===== config.mk =====
export PLATFORM = sky130hd
export DESIGN_NAME = bus_mailbox_responder
export DESIGN_NICKNAME = d
export VERILOG_FILES = /design/src/rtl/cpu_reg_package.sv /design/src/rtl/bus_mailbox_responder_sync_fifo.sv /design/src/rtl/bus_mailbox_responder.sv
export SDC_FILE = /design/constraint.sdc
export NUM_CORES = 1
export LEC_CHECK = 0
export BUFFER_PORTS_ARGS = -buffer_cell sky130_fd_sc_hd__buf_2
export CAP_MARGIN = 20
export CORE_ASPECT_RATIO = 0.8
export CORE_MARGIN = 2
export CORE_UTILIZATION = 35
export DETAILED_ROUTE_END_ITERATION = 8
export PLACE_DENSITY = 0.59
export SKIP_LAST_GASP = 1
export SLEW_MARGIN = 20
export SYNTH_ARGS = -nofsm -noshare
export SYNTH_HDL_FRONTEND = slang
export SYNTH_SLANG_ARGS = --single-unit

===== constraint.sdc =====
create_clock -name clk_i -period 7.7 [get_ports clk_i]
set_input_delay 1.155 -clock clk_i [delete_from_list [all_inputs] [get_ports clk_i]]
set_output_delay 1.155 -clock clk_i [all_outputs]
set_load 0.005 [all_outputs]

===== src/rtl/cpu_reg_package.sv =====
// Shared CPU-bus register definitions: bus widths, mailbox register offsets,
// control/status bit positions and the packed STATUS word layout.
package cpu_reg_package;

  localparam int address_width = 32;
  localparam int data_width    = 32;

  localparam int MBOX_TXDATA_OFS  = 0;
  localparam int MBOX_RXDATA_OFS  = 4;
  localparam int MBOX_STATUS_OFS  = 8;
  localparam int MBOX_CONTROL_OFS = 12;

  localparam int STATUS_TX_FULL_BIT      = 0;
  localparam int STATUS_TX_EMPTY_BIT     = 1;
  localparam int STATUS_RX_FULL_BIT      = 2;
  localparam int STATUS_RX_EMPTY_BIT     = 3;
  localparam int STATUS_TX_OVERFLOW_BIT  = 4;
  localparam int STATUS_RX_UNDERFLOW_BIT = 5;
  localparam int STATUS_RX_COUNT_LSB     = 8;
  localparam int STATUS_TX_COUNT_LSB     = 16;

  localparam int CONTROL_CLEAR_BIT  = 0;
  localparam int CONTROL_FLUSH_BIT  = 1;
  localparam int CONTROL_IRQ_EN_BIT = 2;

  typedef struct packed {
    logic [7:0] reserved;
    logic [7:0] tx_count;
    logic [7:0] rx_count;
    logic [1:0] pad;
    logic       rx_underflow;
    logic       tx_overflow;
    logic       rx_empty;
    logic       rx_full;
    logic       tx_empty;
    logic       tx_full;
  } mbox_status_t;

endpackage


===== src/rtl/bus_mailbox_responder_sync_fifo.sv =====
// Single-clock first-word-fall-through FIFO. Flush beats push/pop; a push
// when full or a pop when empty is silently dropped.
module sync_fifo #(
  parameter int DataWidth = 32,
  parameter int Depth     = 16
) (
  input  logic                       clk_i,
  input  logic                       reset_n_i,
  input  logic                       flush_i,
  input  logic                       push_i,
  input  logic [DataWidth-1:0]       push_data_i,
  input  logic                       pop_i,
  output logic [DataWidth-1:0]       pop_data_o,
  output logic                       full_o,
  output logic                       empty_o,
  output logic [$clog2(Depth):0]     count_o
);

  localparam int AW = $clog2(Depth);

  if (Depth < 2 || Depth > 128 || (Depth & (Depth - 1)) != 0) begin : g_bad_depth
    $error("sync_fifo: Depth must be a power of two in 2..128");
  end

  logic [DataWidth-1:0] mem [Depth];
  logic [AW:0]          wptr;
  logic [AW:0]          rptr;
  logic                 do_push;
  logic                 do_pop;

  assign full_o  = (wptr[AW] != rptr[AW]) && (wptr[AW-1:0] == rptr[AW-1:0]);
  assign empty_o = (wptr == rptr);
  assign count_o = wptr - rptr;

  assign do_push = push_i && !full_o  && !flush_i;
  assign do_pop  = pop_i  && !empty_o && !flush_i;

  // Head is forced to zero when empty so the output never shows stale data.
  assign pop_data_o = empty_o ? '0 : mem[rptr[AW-1:0]];

  always_ff @(posedge clk_i or negedge reset_n_i) begin
    if (!reset_n_i) begin
      wptr <= '0;
      rptr <= '0;
    end else if (flush_i) begin
      wptr <= '0;
      rptr <= '0;
    end else begin
      if (do_push) wptr <= wptr + 1'b1;
      if (do_pop)  rptr <= rptr + 1'b1;
    end
  end

  // NOTE: storage has no reset; contents are only visible between the pointers.
  always_ff @(posedge clk_i) begin
    if (do_push) mem[wptr[AW-1:0]] <= push_data_i;
  end

endmodule


===== src/rtl/bus_mailbox_responder.sv =====
// Peripheral-side mailbox on the pulsed CPU bus: TX FIFO written by the CPU,
// RX FIFO read by the CPU, STATUS/CONTROL registers and an RX interrupt.
module bus_mailbox_responder
  import cpu_reg_package::*;
#(
  parameter logic [31:0] BaseAddress = 32'h0000_9000,
  parameter int          AddrWidth   = address_width,
  parameter int          DataWidth   = data_width,
  parameter int          Depth       = 16
) (
  input  logic                 clk_i,
  input  logic                 reset_n_i,
  input  logic [AddrWidth-1:0] address_i,
  input  logic                 we_i,
  input  logic [DataWidth-1:0] data_i,
  output logic [DataWidth-1:0] data_o,
  output logic [DataWidth-1:0] tx_data_o,
  output logic                 tx_valid_o,
  input  logic                 tx_ready_i,
  input  logic [DataWidth-1:0] rx_data_i,
  input  logic                 rx_valid_i,
  output logic                 rx_ready_o,
  output logic                 irq_o
);

  localparam int CW = $clog2(Depth) + 1;

  if (BaseAddress == 32'h0) begin : g_bad_base
    $error("bus_mailbox_responder: BaseAddress must be nonzero (idle bus drives 0)");
  end

  logic [AddrWidth-1:0] ofs;
  logic                 hit;
  logic [3:0]           reg_ofs;
  logic                 tx_push, tx_pop, rx_push, rx_pop;
  logic                 ctrl_write, flush, clear;
  logic                 tx_full, tx_empty, rx_full, rx_empty;
  logic [CW-1:0]        tx_count, rx_count;
  logic [DataWidth-1:0] rx_head;
  logic                 tx_overflow, rx_underflow, rx_irq_en;
  mbox_status_t         status;

  // Addresses below the base wrap to large offsets and therefore miss.
  assign ofs     = address_i - BaseAddress[AddrWidth-1:0];
  assign hit     = (ofs < AddrWidth'(16)) && (ofs[1:0] == 2'b00);
  assign reg_ofs = ofs[3:0];

  assign ctrl_write = hit && we_i && (reg_ofs == 4'(MBOX_CONTROL_OFS));
  assign flush      = ctrl_write && data_i[CONTROL_FLUSH_BIT];
  assign clear      = ctrl_write && data_i[CONTROL_CLEAR_BIT];

  assign tx_push = hit && we_i  && (reg_ofs == 4'(MBOX_TXDATA_OFS));
  assign rx_pop  = hit && !we_i && (reg_ofs == 4'(MBOX_RXDATA_OFS));
  assign tx_pop  = tx_valid_o && tx_ready_i;
  assign rx_push = rx_valid_i && rx_ready_o;

  assign tx_valid_o = !tx_empty;
  assign rx_ready_o = !rx_full;

  sync_fifo #(.DataWidth(DataWidth), .Depth(Depth)) u_tx_fifo (
    .clk_i       (clk_i),
    .reset_n_i   (reset_n_i),
    .flush_i     (flush),
    .push_i      (tx_push),
    .push_data_i (data_i),
    .pop_i       (tx_pop),
    .pop_data_o  (tx_data_o),
    .full_o      (tx_full),
    .empty_o     (tx_empty),
    .count_o     (tx_count)
  );

  sync_fifo #(.DataWidth(DataWidth), .Depth(Depth)) u_rx_fifo (
    .clk_i       (clk_i),
    .reset_n_i   (reset_n_i),
    .flush_i     (flush),
    .push_i      (rx_push),
    .push_data_i (rx_data_i),
    .pop_i       (rx_pop),
    .pop_data_o  (rx_head),
    .full_o      (rx_full),
    .empty_o     (rx_empty),
    .count_o     (rx_count)
  );

  always_comb begin
    status              = '0;
    status.tx_full      = tx_full;
    status.tx_empty     = tx_empty;
    status.rx_full      = rx_full;
    status.rx_empty     = rx_empty;
    status.tx_overflow  = tx_overflow;
    status.rx_underflow = rx_underflow;
    status.rx_count     = 8'(rx_count);
    status.tx_count     = 8'(tx_count);
  end

  // NOTE: all state below uses non-blocking assignments so every register
  // samples the pre-edge values, which is what makes STATUS show the old state.
  always_ff @(posedge clk_i or negedge reset_n_i) begin
    if (!reset_n_i) begin
      data_o       <= '0;
      tx_overflow  <= 1'b0;
      rx_underflow <= 1'b0;
      rx_irq_en    <= 1'b0;
      irq_o        <= 1'b0;
    end else begin
      // A new event in the same cycle as a clear leaves the flag set.
      tx_overflow  <= (tx_overflow  && !clear) || (tx_push && tx_full);
      rx_underflow <= (rx_underflow && !clear) || (rx_pop && rx_empty);
      irq_o        <= rx_irq_en && !rx_empty;

      if (ctrl_write) rx_irq_en <= data_i[CONTROL_IRQ_EN_BIT];

      if (hit && !we_i) begin
        unique case (reg_ofs)
          4'(MBOX_RXDATA_OFS):  data_o <= rx_head;
          4'(MBOX_STATUS_OFS):  data_o <= DataWidth'(status);
          4'(MBOX_CONTROL_OFS): data_o <= DataWidth'({rx_irq_en, 2'b00});
          default:              data_o <= '0;
        endcase
      end
    end
  end

endmodule


Word level (Yosys, flattened, before mapping)
Memory sizes are Yosys's and may differ from the RTL's.
Index checks and enable logic that the tools add are counted.

word-level totals
  output and inout bits = 67
  ROM bits = 0
  memory bits (writable) = 1024
  flip-flop bits (word level) = 56
  word-level logic and storage cells = 83
  memories kept = 2
  latch bits = 0

cells by class
  shift-type cells = 0
  div/mod/pow operators = 0
  add/subtract/negate cells = 7
  multiplexer cells = 15
  bitwise operators = 0
  multipliers = 0
  eq/ne operators = 9
  $lt $le $gt $ge = 1
  reductions and logical operators = 40

memories
  name           depth  bits a word  rd ports  clocked after memory_dff  write ports  RTL line                               source
  u_rx_fifo.mem  16     32           1         0                         1            bus_mailbox_responder_sync_fifo.sv:25  logic [DataWidth-1:0] mem [Depth];
  u_tx_fifo.mem  16     32           1         0                         1            bus_mailbox_responder_sync_fifo.sv:25

operators by type and width
  cell                      count
  $pmux W32 S3              1
  $mux W32                  2
  $mux W5                   8
  $lt A32 B5 Y1 const B     1
  $sub A32 B16 Y32 const B  1
  $logic_and A1 B1 Y1       25
  $add A5 B1 Y5 const B     4
  $eq A5 B5 Y1              2
  $sub A5 B5 Y5             2
  $eq A4 B4 Y1              2
  $eq A4 B4 Y1 const B      2
  $reduce_bool A2 Y1        4
  $logic_not A1 Y1          7
  $eq A4 B3 Y1 const B      1
  $logic_not A4 Y1          1
  $mux W1                   4
  $logic_not A2 Y1          1
  $logic_or A1 B1 Y1        2
  $ne A1 B1 Y1              2

Depth between registers and ports, before layout
  depth in word-level cells = 10
  depth in mapped cells = 13
  depth with buffers taken out = 9

Cells and area by module
Synthesis repeated with hierarchy kept, for this count alone.

second synthesis, totals
  cell total of the unflattened synthesis = 2089
  area total of the unflattened synthesis = 42334.4 um^2

by module, submodules not included
  module                  times used  area each (um^2)  cells an instance
  sync_fifo at u_rx_fifo  1           20323.2           949
  sync_fifo at u_tx_fifo  1           20283.2           949
  bus_mailbox_responder   1           1727.9            191

Worst setup path before layout
Ideal clock, no wire load.

  path kind = input to register
  from = in address_i[19]
  to = mem u_tx_fifo.mem[3][0], enable pin
  stages on the path = 6
  library setup time = 0.501 ns
  path buffers = 1
  data arrival time = 6.027 ns
  path slack = 1.172 ns
  required time = 7.199 ns
  path through = or4_4 > a2111oi_0 > o2111ai_1 > or3_1 > clkbuf_1 > nor4_1

on the way
  longest elaborated chain between the ends = 10

RTL lines
  item                               RTL line                                                  source
  from (decl)                        bus_mailbox_responder.sv:13                               input logic [AddrWidth-1:0] address_i,
  $sub A32 B16 Y32 (*)               bus_mailbox_responder.sv:44                               assign ofs = address_i - BaseAddress[AddrWidth-1:0];
  $lt A32 B5 Y1 (*)                  bus_mailbox_responder.sv:45                               assign hit = (ofs < AddrWidth'(16)) && (ofs[1:0] == 2'b00);
  $logic_and A1 B1 Y1 (*)            bus_mailbox_responder.sv:45
  $logic_and A1 B1 Y1 (*)            bus_mailbox_responder.sv:48, bus_mailbox_responder.sv:52
  $logic_and A1 B1 Y1                bus_mailbox_responder.sv:48                               assign ctrl_write = hit && we_i && (reg_ofs == 4'(MBOX_CONTROL_OFS));
  $logic_and A1 B1 Y1                bus_mailbox_responder.sv:49                               assign flush = ctrl_write && data_i[CONTROL_FLUSH_BIT];
  $logic_not A1 Y1                   bus_mailbox_responder_sync_fifo.sv:35                     assign do_push = push_i && !full_o && !flush_i;
  $logic_and A1 B1 Y1 (*)            bus_mailbox_responder_sync_fifo.sv:35
  $mux W1 (*)                        bus_mailbox_responder_sync_fifo.sv:56                     if (do_push) mem[wptr[AW-1:0]] <= push_data_i;
  $mux W1 (implied by the code) (*)  bus_mailbox_responder_sync_fifo.sv:56
  to (decl)                          bus_mailbox_responder_sync_fifo.sv:25

Every way passes the cells marked *; elsewhere a longest branch is shown, timed or not.

Worst setup path in the final report
  from = reg u_tx_fifo.rptr[1]
  to = out tx_data_o[0]

on the way
  longest elaborated chain between the ends = 2

RTL lines
  item                                             RTL line                               source
  from (decl)                                      bus_mailbox_responder_sync_fifo.sv:27  logic [AW:0] rptr;
  from (signal assigned)                           bus_mailbox_responder_sync_fifo.sv:50  if (do_pop) rptr <= rptr + 1'b1;
  $mem_v2 Z16 W32 or $eq A5 B5 Y1 (tied branches)  -
  $mux W32 (*)                                     bus_mailbox_responder_sync_fifo.sv:39  assign pop_data_o = empty_o ? '0 : mem[rptr[AW-1:0]];
  to (decl)                                        bus_mailbox_responder.sv:17            output logic [DataWidth-1:0] tx_data_o,

Marks and branches as above.

==> run_results.csv <==
group,metric,value,unit
clocking,clockBufferDepth,3,
clocking,worstSkewPairLatency,0.72,ns
critical_path,critPathMaxStageDelay,0.76,ns
pwr,comb_power_share,0.171,
synthesis,synth_area_per_cell,22.2,um^2
synthesis,synth_warnings,0,
die,dieArea,122000,um^2
global_routing,grt_pass1_wl,141000,um
critical_path,crit_slowest_cell,"dfrtp_4",
sta,hold_viol_final,0,
final_layout,num-fill-cells,10300,
die,die_w,391,um
synthesis,synth_most_common_cell,"edfxtp_1",
placed_design,post-dp-hpwl,54800,um
pwr,internal_power,10800,uW
synthesis,ys_seq_area_frac,0.768,
sta,period_minus_slack,5.43,ns
final_layout,nNetsFinal,2222,
critical_path,worst-path-buf-inv,3,
run_status,status,"complete, no violations",
drt,ant_nets,0,
drt,wl_per_cell,25.9,um
placed_design,place_inst,3545,
critical_path,crit_required,6.55,ns
synthesis,netlist_top_cells_count,"edfxtp_1, mux4_2, clkbuf_1, dfrtp_1, nand2_1",
sta,timing.final.crit_share,0.705,
sta,slew-limit-headroom,0.232,
final_layout,drive_above_1_share,0.327,
sta,setup_tns,0,ns
drt,drc,0,
synthesis,synth_top_area_frac,0.734,
global_routing,antenna_found_initial,19,
die,rows,113,
critical_path,startpoint_type,"flip-flop",
sta,fmax,0.184,GHz
synthesis,synth_nets,2004,
pwr,p_leak,0.0152,uW
sta,rsz0062_at_grt,"false",
critical_path,cp.arrival,4.27,ns
placed_design,place_congestion,0.779,
die,core,119000,um^2
critical_path,endpoint_kind,"primary output",
placed_design,place.port_buffers,167,
sta,setup_viol,0,
final_layout,layout.cells.non_filler,3743,
clocking,cts_resized,0,
critical_path,path_cells,"buf_4, buf_4, mux4_2, mux4_2, nor2b_1, buf_2",
pwr,seq_power_share,0.480,
clocking,hold_buffers,0,
drt,firstDrtPassIters,5,
clocking,clk_pin_slew,0.06,ns
drt,drt-total-wl,97000,um
drt,via_count,19800,
flow_run,max_cap_violations,0,
global_routing,grtUsageTotal,0.158,
final_layout,area_delta_synth_final,15.0,%
clocking,root_buffer,"clkbuf_16",
synthesis,synth_edf_count,1024,
sta,slew_viol_final,0,
worst_hold_path,hold_class,"flip-flop to flip-flop",
clocking,h-tree-depth,3,
critical_path,path_class,"flip-flop to primary output",
global_routing,grt_max_degree,101,
global_routing,grt_pass1_vias,20400,
die,fp.dieH,313,um
clocking,cts_tree,"done",
global_routing,overflow,0,
pwr,p_switching,3660,uW
sta,worstMarginPinSlew,1.15,ns
synthesis,ys.flop_type,"edfxtp_1",
synthesis,synth_seq_cells,1080,
critical_path,critPathTopFamily,"buffers and inverters",
pwr,ir_drop,205,uV
synthesis,yosys-top-cells-area,"edfxtp_1, mux4_2, dfrtp_1, clkbuf_1, a22oi_1",
synthesis,synthArstFlopShare,0.0519,
drt,vias_per_cell,5.28,
synthesis,syn_inst,1883,
sta,skew,0.0307,ns
pwr,pwr-share-clk,0.348,
drt,drtIter0Drc,1965,
clocking,cts_buffers,106,
pwr,switching_share,0.253,
clocking,numClockSinks,1080,
pwr,power_density,300,nW/um^2
die,pin_count,168,
synthesis,ys_types,49,
synthesis,synth_largest_area_cell,"edfxtp_1",
die,start_util,0.353,
synthesis,syn-cell-area,41900,um^2
clocking,cts_setup_buffers,0,
critical_path,critPathMaxFanout,51,
power groups by stage:
stage / clock network [uW] / registers, uW / logic [uW]
floorplan: 0 / 6870 / 1750
global placement: 0 / 7060 / 2490
detailed placement: 0 / 7080 / 2520
CTS: 5150 / 6950 / 2530
global route: 5370 / 6980 / 2660
finish: 5040 / 6950 / 2480
cells in the final DEF (no fill, tap or decap), types with 14 or more instances in the layout:
cell type	instances
a22oi_1	32
o21ai_0	25
edfxtp_1	1024
inv_1	16
nor2b_1	34
nand3_1	14
buf_4	40
nand2_1	43
clkbuf_1	19
clkbuf_16	108
ha_1	18
clkinv_1	28
nand2b_1	20
a21oi_1	39
clkinv_2	17
dfrtp_1	51
mux4_2	304
buf_2	167
nor2_1	22
logic make-up (layout without fill, tap and decap cells):
logic type / after synthesis / count (layout) / synth area share
mux: 308 / 308 / 0.164
simple gates: 212 / 212 / 0.0272
other cells: 0 / 6 / 0
compound gates: 126 / 126 / 0.0194
flops: 1080 / 1080 / 0.768
fa+ha+maj: 20 / 20 / 0.00633
xor+xnor: 21 / 21 / 0.00439
buf+inv: 116 / 418 / 0.0107
final timing paths:
path,from,endpoint,slack (ns),depth (start not counted)
setup / recovery,u_tx_fifo.rptr[1],tx_data_o[0],2.27,6
hold / removal,data_o[28],data_o[28],0.48,2
setup reg to reg,u_tx_fifo.rptr[3],u_tx_fifo.mem[7][29],3.18,8
hold reg to reg,data_o[28],data_o[28],0.48,2
max in group asynchronous,reset_n_i,u_tx_fifo.rptr[0],6.42,2
min in group asynchronous,reset_n_i,data_o[27],0.61,2
layer usage:
metal	vias to the layer above	wire length, um	share of wire	GRT usage
met5	-	42	0.00043	0
met4	6	2370	0.024	0.0485
met3	150	7060	0.073	0.0352
met2	691	44500	0.46	0.239
met1	10600	43000	0.44	0.229
li1	8353	-	-	-
through the flow:
stage	setup WS [ns]	cell area (um^2)	power, uW	hold WS (ns)	util
floorplan	1.17	41900	8620	0.456	-
global placement	2.72	44800	9550	0.461	0.377
detailed placement	2.50	44800	9600	0.464	0.377
CTS	2.22	48100	14600	0.479	0.405
global route	2.14	48200	15000	0.517	0.405
finish	2.27	48200	14500	0.478	0.406
worst min-delay path, delay by kind of cell (launching register included):
kind             cells  cell delay, ns
AO/OA/AOI/OAI        1            0.06
AND/OR/NAND/NOR      1            0.05
flip-flops           1            0.34
flip-flops by register name, summed over array words and instances (netlist names):
register / count
data_o: 32
u_rx_fifo.wptr: 5
u_tx_fifo.wptr: 5
u_rx_fifo.rptr: 5
tx_overflow: 1
irq_o: 1
rx_underflow: 1
rx_irq_en: 1
u_tx_fifo.mem: 512
u_tx_fifo.rptr: 5
u_rx_fifo.mem: 512
layout make-up:
type	instances	area, um^2	area share
multi-input cells	687	9450	0.196
clock buffers	130	2820	0.0584
flip-flops and latches	1080	32200	0.668
clock inverters	62	546	0.0113
repair buffers	209	1180	0.0244
well taps	1552	1940	0.0403
diodes	6	15.0	0.000312
inverters	17	63.8	0.00132
No activity file was read; power rests on OpenSTA's default activity.
